--- src/rtl/xm_mem_unit.sv ---
// Handshaked load/store unit for the X-Makina core: byte-lane steering, alignment check, req/ack bus.
// Optional bus timeout enabled by defining XM_MEM_TIMEOUT_EN.
module xm_mem_unit #(
  parameter int WORD    = 16,
  parameter int LANES   = WORD/8,
  parameter int LSB     = $clog2(WORD/8),
  parameter int TIMEOUT = 255
) (
  input  logic                clk_i,
  input  logic                arst_ni,
  input  logic                start_i,
  input  logic                wr_i,
  input  logic                byte_i,
  input  logic [WORD-1:0]     addr_i,
  input  logic [WORD-1:0]     wdata_i,
  output logic                busy_o,
  output logic                done_o,
  output logic                err_o,
  output logic [WORD-1:0]     rdata_o,
  output logic                mem_req_o,
  output logic                mem_we_o,
  output logic [LANES-1:0]    mem_be_o,
  output logic [WORD-LSB-1:0] mem_addr_o,
  output logic [WORD-1:0]     mem_wdata_o,
  input  logic [WORD-1:0]     mem_rdata_i,
  input  logic                mem_ack_i
);

  if ((WORD % 8) != 0 || WORD < 16 || TIMEOUT < 1) begin : g_bad_param
    $error("xm_mem_unit: illegal WORD or TIMEOUT");
  end

  typedef enum logic [1:0] {S_IDLE, S_REQ, S_ERR} state_t;

  state_t              r_state;
  logic                r_busy;
  logic                r_done;
  logic                r_err;
  logic [WORD-1:0]     r_rdata;
  logic                r_req;
  logic                r_we;
  logic [LANES-1:0]    r_be;
  logic [WORD-LSB-1:0] r_addr;
  logic [WORD-1:0]     r_wdata;
  logic [LSB-1:0]      r_lane;
  logic                r_byte;

  logic                w_misalign;
  logic [LANES-1:0]    w_be;
  logic [WORD-1:0]     w_wdata;
  logic [WORD-1:0]     w_rd_shift;
  logic [WORD-1:0]     w_rd_load;

`ifdef XM_MEM_TIMEOUT_EN
  localparam int CW = ($clog2(TIMEOUT + 1) > 8) ? $clog2(TIMEOUT + 1) : 8;
  logic [CW-1:0] r_cnt;
`endif

  always_comb begin
    w_misalign = !byte_i && (addr_i[LSB-1:0] != '0);
    w_be       = byte_i ? (LANES'(1) << addr_i[LSB-1:0]) : {LANES{1'b1}};
    w_wdata    = byte_i ? {LANES{wdata_i[7:0]}} : wdata_i;
    // Bring the addressed lane down to bits 7:0 for byte loads.
    w_rd_shift = mem_rdata_i >> {r_lane, 3'b000};
    w_rd_load  = r_byte ? {{(WORD-8){1'b0}}, w_rd_shift[7:0]} : mem_rdata_i;
  end

  always_ff @(posedge clk_i or negedge arst_ni) begin
    if (!arst_ni) begin
      r_state <= S_IDLE;
      r_busy  <= 1'b0;
      r_done  <= 1'b0;
      r_err   <= 1'b0;
      r_rdata <= '0;
      r_req   <= 1'b0;
      r_we    <= 1'b0;
      r_be    <= '0;
      r_addr  <= '0;
      r_wdata <= '0;
      r_lane  <= '0;
      r_byte  <= 1'b0;
`ifdef XM_MEM_TIMEOUT_EN
      r_cnt   <= '0;
`endif
    end else begin
      r_done <= 1'b0;
      r_err  <= 1'b0;
      case (r_state)
        S_IDLE: begin
          if (start_i) begin
            r_busy <= 1'b1;
            if (w_misalign) begin
              r_state <= S_ERR;
            end else begin
              r_state <= S_REQ;
              r_req   <= 1'b1;
              r_we    <= wr_i;
              r_be    <= w_be;
              r_addr  <= addr_i[WORD-1:LSB];
              r_wdata <= w_wdata;
              r_lane  <= addr_i[LSB-1:0];
              r_byte  <= byte_i;
`ifdef XM_MEM_TIMEOUT_EN
              r_cnt   <= '0;
`endif
            end
          end
        end
        S_REQ: begin
          if (mem_ack_i) begin
            r_state <= S_IDLE;
            r_req   <= 1'b0;
            r_busy  <= 1'b0;
            r_done  <= 1'b1;
            if (!r_we) r_rdata <= w_rd_load;
          end
`ifdef XM_MEM_TIMEOUT_EN
          else if (r_cnt == CW'(TIMEOUT - 1)) begin
            r_state <= S_IDLE;
            r_req   <= 1'b0;
            r_busy  <= 1'b0;
            r_done  <= 1'b1;
            r_err   <= 1'b1;
          end else begin
            r_cnt <= r_cnt + 1'b1;
          end
`endif
        end
        S_ERR: begin
          r_state <= S_IDLE;
          r_busy  <= 1'b0;
          r_done  <= 1'b1;
          r_err   <= 1'b1;
        end
        default: r_state <= S_IDLE;
      endcase
    end
  end

  assign busy_o      = r_busy;
  assign done_o      = r_done;
  assign err_o       = r_err;
  assign rdata_o     = r_rdata;
  assign mem_req_o   = r_req;
  assign mem_we_o    = r_we;
  assign mem_be_o    = r_be;
  assign mem_addr_o  = r_addr;
  assign mem_wdata_o = r_wdata;

endmodule

--- config.mk ---
export PLATFORM = sky130hd
export DESIGN_NAME = xm_mem_unit
export DESIGN_NICKNAME = d
export VERILOG_FILES = /design/src/rtl/xm_mem_unit.sv
export SDC_FILE = /design/constraint.sdc
export NUM_CORES = 1
export LEC_CHECK = 0
export ABC_AREA = 1
export BUFFER_PORTS_ARGS = -buffer_cell sky130_fd_sc_hd__clkbuf_2
export CAP_MARGIN = 20
export CORE_MARGIN = 2
export CORE_UTILIZATION = 51
export CTS_CLUSTER_SIZE = 10
export DETAILED_ROUTE_END_ITERATION = 10
export PLACE_DENSITY = 0.87
export SLEW_MARGIN = 15
export SYNTH_ARGS = -nofsm -noshare
export SYNTH_HDL_FRONTEND = slang
export SYNTH_SLANG_ARGS = --single-unit
--- constraint.sdc ---
create_clock -name clk_i -period 2.9 [get_ports clk_i]
set_input_delay 0.87 -clock clk_i [delete_from_list [all_inputs] [get_ports clk_i]]
set_output_delay 0.87 -clock clk_i [all_outputs]
set_load 0.01 [all_outputs]
# == Word-level counts from Yosys, hierarchy flattened ==
# Index checks and enable logic that the tools add are counted.
# classes
eq_ne,5
n_shift,2
mux,16
bitwise_logic,2
n_reduce_logical,10
# op_table
op,count
2-to-1 mux 16 bit,2
right shift 16 x 4 -> 8 bit,1
AND reduction 3 bit,3
2-to-1 mux 2 bit,4
2-to-1 mux 1 bit,6
inequality test 2 bit (second input constant),3
one-hot mux 1 bit (2 select lines),2
one-hot mux 2 bit (2 select lines),1
AND reduction 4 bit,1
one-hot mux 1 bit (3 select lines),1
nonzero test 3 bit,1
== test 2 x 1 -> 1 bit (second input constant),1
== test 2 bit (second input constant),1
zero test 2 bit,1
NOT 1 bit,2
AND reduction 2 bit,1
nonzero test 2 bit,1
left shift 1 x 1 -> 2 bit (first input constant),1
logical AND 1 bit,1
zero test 1 bit,1
# word_totals
register_bits,58
in_bits,54
out_inout_bits,54
word_cells,47

# == Depth between registers and ports, before layout ==
# Gate-level depths: netlist of run 1.
# logic_depth
ltp_word,5
ltp_mapped,8
depth_no_buf,8

# == Worst setup path after synthesis of run 1 ==
# OpenSTA, ideal clock, no wires.
# synth_path
path_kind,in2reg
startpoint,in start_i
endpoint,reg r_lane
setup_time_ns,0.118
arrival_time_ns,1.431
required_time_ns,2.782
setup_slack_ns,1.351
path_stages,6
path_cell_list,nand2_1 > a21oi_4 > inv_2 > buf_2 > nand2_1 > nand2_1
# synth_via
elab_chain_cells,1
# synth_rtl
element,line_no,text
from (decl),11,"input logic start_i,"
AND reduction 3 bit (no source line),--,
to (signal assigned),101,r_lane <= addr_i[LSB-1:0];
to (decl),45,logic [LSB-1:0] r_lane;
# No other way between the ends.
# A chain may end at the register's enable or synchronous reset.

# == Final worst setup path of run 1 ==
# layout_path
startpoint,in byte_i
endpoint,reg r_addr[2] (netlist: mem_addr_o[2])
# layout_via
elab_chain_cells,4
# layout_rtl
element,line_no,text
from (decl),13,"input logic byte_i,"
zero test 1 bit,60,w_misalign = !byte_i && (addr_i[LSB-1:0] != '0);
logical AND 1 bit,60,
NOT 1 bit (no source line),--,
AND reduction 3 bit (no source line),--,
to (signal assigned),99,r_addr <= addr_i[WORD-1:LSB];
to (decl),43,logic [WORD-LSB-1:0] r_addr;
# No other way between the ends.

==> results.md, run 1 <==
- Crit path max fanout: 41
- GRT overflow: 0
- Final setup fails: 0
- #FFs+latches synth: 58
- Period minus WS final: 1800 ps
- Compound-cell area share of the yosys netlist: 0.0700
- Synth warnings: 0
- Drc violations: 0
- Row cnt: 25
- Ant diodes: 0
- Leakage power total: 1.99 nW
- Final net count: ~480
- Worst setup SP type: primary input
- Drt initial violations: 150
- DR vias: between 2000 and 2500
- Adder-cell share of the synthesized area: 0.0246
- Chip width: 74.6 um
- Slew Limit Fails: 0
- Syn_area_per_cell: 8.30 sq um
- Setup TNS: 0 ps
- Slew @ Worst Pin: ~690 ps
- Post-DP HPWL: around 4300 um
- Area Overhead vs Synth: 31.3%
- Post-synth top flop: dfrtp_1
- Cell with the most instances after synthesis: nand2_1
- Crit path arrival time: between 2000 and 2500 ps
- Pre-Repair DR Iteration Count: 4
- GRT Resource Usage Total: 0.222
- Syn_nets: ~370
- Post-Synth Simple-Gate Area: 0.270
- First-pass GRT wire length: approximately 9000 um
- Sequential area share after synthesis: 0.571
- Delay of the slowest critical-path stage: 500 ps
- Final clock skew: 4.69 ps
- Critical-path top delay cell: inv_2
- Starting Density: 0.534
- Clk sink count: 58
- # hold bufs at CTS: 0
- Outcome: complete, no violations
- TritonCTS clock tree: yes
- Area of the multi-input gates: slightly above 900 sq um
- CTS buffer count: 9
- Post-synth EDFFs: 0
- Core Area: ~4800 sq um
- Post-synthesis mux area share: 0
- Yosys cell types: 19
- WL/cell: 11.8 um
- Max Clock Freq: 557 MHz
- Ys async rst share: 1.00
- Area share of the largest cell type after synthesis: 0.571
- Clock latency on the worst-skew pair: 320 ps
- Htree depth: 3
- Final period util: 0.619
- Clock root cell: clkbuf_8
- Fin. Hold Viols: 0
- Post-Synthesis Cells: 306
- Pwr/cell area: 1020 nW/um^2
- Fill count: roughly 420
- Worst setup EP type: flop
- I/O Buffers: 107
- Routability cong.: 0.844
- Vias in the first global route: 2072
- Antenna viol nets, final: 0
- Clock Path Buffers: 2
- Final Util: 0.701
- Postcts setup bufs: 0
- Synth area leader: dfrtp_1
- Required @ worst endpoint: around 3200 ps
- Unrepaired setup endpoints after global routing: false
- Clock edge transition at the registers on the reported setup and hold paths: 60 ps
- Largest net degree at the start of global routing: 42
- Synth top area cells: dfrtp_1 (57%), nand2_1 (23%), o21ai_0 (3.7%), inv_1 (3.7%), ha_1 (2.5%)
- Crit Path Class: primary input to flop
- Rel. slew slack: 0.539
- Share of layout cells above drive strength 1: 0.325
- Top cells by count, synth: nand2_1 (153), dfrtp_1 (58), inv_1 (25)
- Hold crit path type: flop to flop
- IO Pins: 108
- Ordered list of cells on the worst path: clkbuf_2, inv_2, a21oi_4, inv_2, nand2_1, nand2_1
- CTS resizes: 0
- VDD IR-drop max: approximately 0.58 mV
- Initial antenna violation count: 0
- Netlist Area Pre-Place: 2540 sq um
- Die area: approximately 5600 sq um
- Post-DR vias/cell: 4.65
- Reg area: about 1500 sq um
- Total Wirelength: 5760 um
- Die Height: 74.6 um
- Xor-xnor portion of the synthesized cell area: 0
- Max-cap viol count: 0
- Main combinational cell family by area after synthesis: simple AND/OR/NAND/NOR gates
[final timing paths]
check	from	end	slack [ps]	depth (start not counted)
setup / recovery	byte_i	mem_addr_o[2]	1100	6
max in group asynchronous	arst_ni	rdata_o[14]	1710	2
hold / removal	mem_be_o[1]	mem_be_o[1]	470	2
setup reg to reg	r_state[0]	mem_addr_o[2]	1150	7
hold reg to reg	mem_be_o[1]	mem_be_o[1]	470	2
min in group asynchronous	arst_ni	mem_addr_o[13]	580	1
[layout make-up]
type | count | area share
flip-flops and latches | 58 | 0.435
multi-input cells | 209 | 0.278
repair buffers | 110 | 0.171
clock buffers | 14 | 0.0488
inverters | 28 | 0.0315
well taps | 67 | 0.0251
clock inverters | 2 | 0.0105
[placed cells by master, fill, tap and decap left out]
master,n
nand2_1,153
clkbuf_2,107
dfrtp_1,58
inv_1,25
o21ai_0,19
clkbuf_8,11
nand3_1,10
or2_2,8
ha_1,5
o21ai_1,4
nor2_1,3
o21ai_2,3
clkbuf_1,3
inv_2,2
buf_4,2
a21oi_1,1
a21oi_4,1
clkinv_1,1
o21bai_1,1
o21a_1,1
bufinv_16,1
clkinv_2,1
buf_12,1
[critical path, delay by kind of cell]
kind / cells / cell delay (ps)
buf+inv: 3 / 830
simple gates: 2 / 250
compound gates: 1 / 90
[cell families after synthesis]
logic type / count (synthesis)
DFF: 58
AOI/OAI and AO/OA: 30
buffers and inverters: 39
and+or+nand+nor: 174
adders and majority gates: 5
[routing by layer]
metal / part of all wire / global-route usage / wire length (um)
met5: 0 / 0 / 0
met4: 0.022 / 0.111 / 127
met3: 0.057 / 0.0610 / 326
met2: 0.50 / 0.365 / 2900
met1: 0.42 / 0.269 / 2410
[state kept, by name (all words and copies together) (netlist names)]
name and cells:
busy_o 1, done_o 1, err_o 1, mem_addr_o 15, mem_be_o 2, mem_req_o 1, mem_wdata_o 16, mem_we_o 1
r_byte 1, r_lane 1, r_state 2, rdata_o 16
[through the flow]
step	std cells	setup WS, ps	power (W)	hold slack, ps	cell area (sq um)
2_1_floorplan	306	1350	0.00213	449	2540
3_3_place_gp	472	841	0.00262	455	3140
3_5_place_dp	472	774	0.00268	459	3140
4_1_cts	488	1110	0.00343	474	3330
5_1_grt	488	971	0.00367	491	3330
6_report	488	1100	0.00340	471	3330
[power breakdown]
group | internal (W) | switching [W] | leakage [nW] | total (W)
registers | 0.00118 | 0.000205 | 0.726 | 0.00138
logic | 0.000502 | 0.000782 | 1.16 | 0.00128
clock network | 0.000444 | 0.000295 | 0.101 | 0.000739
Note: power is estimated with default switching activity, not from simulation.
==> inputs of run 2 (changes only) <==
CORE_UTILIZATION = 43   (was 51)
PLACE_DENSITY = 0.78   (was 0.87)
clock period = 1.55 ns   (was 2.9 ns; I/O delays follow)
==> run 2 against run 1 <==
Global-route usage fell by 3.4 points. Largest power group is now combinational cells. Largest cell class unchanged. Highest routed layer unchanged. Non-clock buffer count up 8. Critical path type is now flop to flop. Sequential power up 87%.
==> results.md, run 2 (same netlist as run 1, synthesis figures left out) <==
- Most common cell after layout, fill and taps aside: nand2_1 (unchanged)
- TritonCTS clock tree: yes (unchanged)
- # hold bufs at CTS: 0 (unchanged)
- Antenna viol nets, final: 0 (unchanged)
- Row cnt: 27 (was 25)
- Post-DP HPWL: 4180 um (was 4250 um)
- FF-to-FF End: mem_be_o[0] (was mem_addr_o[2])
- Total Wirelength: 5910 um (was 5760 um)
- Post-DR vias/cell: 4.54 (was 4.65)
- Die area: 6540 sq um (was 5560 sq um)
- VDD IR-drop max: 0.979 mV (was 0.576 mV)
- Pre-Repair DR Iteration Count: 4 (unchanged)
- Outcome: complete, no violations (unchanged)
- GRT Resource Usage Total: 0.188 (was 0.222)
- Fill count: 525 (was 416)
- Final clock skew: 6.49 ps (was 4.69 ps)
- Unrepaired setup endpoints after global routing: true (was false)
- CTS buffer count: 9 (unchanged)
- Die Height: 80.9 um (was 74.6 um)
- Fin. Hold Viols: 0 (unchanged)
- Clock Path Buffers: 2 (unchanged)
- Ant diodes: 0 (unchanged)
- WL/cell: 11.8 um (about the same)
- Final net count: 483 (was 475)
- Final setup fails: 0 (unchanged)
- DR vias: 2265 (was 2267)
- Net Switching: 0.00238 W (was 0.00128 W)
- Routability cong.: 0.905 (was 0.844)
- Crit path max fanout: 8 (was 41)
- Share of layout cells above drive strength 1: 0.333 (was 0.325)
- Core Area: 5610 sq um (was 4750 sq um)
- Clk pwr share: 0.177 (was 0.217)
- R2r worst-path depth: 8 (was 7)
- Clk sink count: 58 (unchanged)
- Crit path arrival time: 1650 ps (was 2050 ps)
- GRT overflow: 0 (unchanged)
- Area Overhead vs Synth: 34.8% (was 31.3%)
- Largest net degree at the start of global routing: 59 (was 42)
- First-pass GRT wire length: 9570 um (was 9190 um)
- Max Clock Freq: 696 MHz
- Origin of the critical flop-to-flop path: r_state[1] (was r_state[0])
- Worst setup SP type: flop (was primary input)
- Rel. slew slack: 0.727 (was 0.539)
- Drt initial violations: 94 (was 150)
- Slew @ Worst Pin: 409 ps (was 691 ps)
- Htree depth: 3 (unchanged)
- Max-cap viol count: 0 (unchanged)
- Hold crit path type: primary input to async pin (was flop to flop)
- Vias in the first global route: 2215 (was 2072)
- Clock edge transition at the registers on the reported setup and hold paths: 60 ps (about the same)
- Crit Path Class: flop to flop (was primary input to flop)
- Overall power: 0.00629 W (was 0.00340 W)
- Post-place instance area: 3180 sq um (was 3140 sq um)
- Starting Density: 0.453 (was 0.534)
- Clock root cell: clkbuf_8 (unchanged)
- Pwr/cell area: 1840 nW/um^2 (was 1020 nW/um^2)
- Final period util: 0.928
- Initial antenna violation count: 0 (unchanged)
- Sequential power share: 0.410 (was 0.406)
- Most frequent cells in the layout: nand2_1 (153), clkbuf_2 (107), dfrtp_1 (58) (unchanged)
- Worst setup EP type: flop (unchanged)
- Internal: 0.00391 W (was 0.00212 W)
- I/O Buffers: 107 (unchanged)
- Slew Limit Fails: 0 (unchanged)
- IO Pins: 108 (unchanged)
- Required @ worst endpoint: 1760 ps (was 3150 ps)
- Clock latency on the worst-skew pair: 320 ps (about the same)
- Drc violations: 0 (unchanged)
- R2R Setup Slk: 110 ps (was 1150 ps)
- Period minus WS final: 1440 ps
- Combinational power share: 0.413 (was 0.377)
- Design area: 3420 sq um (was 3330 sq um)
- Chip width: 80.9 um (was 74.6 um)
- Leakage power total: 2.02 nW (was 1.99 nW)
- Switching portion of total power: 0.378 (was 0.377)
-- run 2: cell count changes in the layout (fill, tap and decap cells not counted), sizes merged --
cell | previous run | this run
buf | 3 | 9
clkbuf | 121 | 123
clkinv | 2 | 1
bufinv | 1 | 0
-- run 2: critical path, cell delays in order (launching register included) --
cell     delay (ps)
dfrtp_1         380
inv_1           100
ha_1            170
nand2_1         100
a21oi_4         150
buf_12          150
buf_12          110
nand2_1          70
o21a_1          110
-- run 2: worst max path at each step --
stage | from | end | slack, ps | cells after the start
after global routing | r_state[1] | rdata_o[0] | -8 | 8
final | r_state[1] | mem_be_o[0] | 110 | 8
after detailed placement | r_state[0] | mem_wdata_o[5] | -70 | 7
after global placement | r_state[0] | mem_wdata_o[5] | 30 | 7
after floorplan | r_state[0] | r_lane | 170 | 8
after CTS | r_state[1] | mem_be_o[0] | 40 | 7
-- run 2: metrics by stage --
stage	std cells	setup TNS (ps)	hold WS, ps	utilization	worst slack, ps
after floorplan	306	0	169	-	168
after global placement	482	0	456	0.567	32.9
after detailed placement	482	-264	460	0.567	-68.4
after CTS	496	0	154	0.595	42.8
after global routing	499	-7.67	168	0.610	-7.67
final	499	0	147	0.610	112
-- run 2: cell type report --
| cell class | instances | area [sq um] | share of cell area |
|---|---|---|---|
| flip-flops and latches | 58 | 1450 | 0.424 |
| inverters | 28 | 113 | 0.0329 |
| well taps | 72 | 90.1 | 0.0263 |
| clock buffers | 14 | 153 | 0.0446 |
| multi-input cells | 209 | 926 | 0.270 |
| repair buffers | 118 | 691 | 0.202 |
-- run 2: what timing repair did --
| action | CTS | global route |
|---|---|---|
| buffers inserted | 0 | 1 |
| gates cloned | 0 | 2 |
| endpoints found under the setup margin | 26 | 6 |
| gates resized for setup | 2 | 4 |
-- run 2: power by group through the flow --
stage	logic, W	registers (W)	clock network (W)
4_1_cts	0.00249	0.00258	0.00115
3_5_place_dp	0.00248	0.00259	0
2_1_floorplan	0.00112	0.00287	0
6_report	0.00260	0.00258	0.00111
3_3_place_gp	0.00240	0.00258	0
5_1_grt	0.00297	0.00265	0.00120
-- run 2: metal layers --
metal | track usage | share of wire | vias up
met5 | 0 | 0 | -
met4 | 0.0847 | 0.016 | 0
met3 | 0.0389 | 0.057 | 10
met2 | 0.307 | 0.47 | 71
met1 | 0.240 | 0.46 | 1011
li1 | - | - | 1173
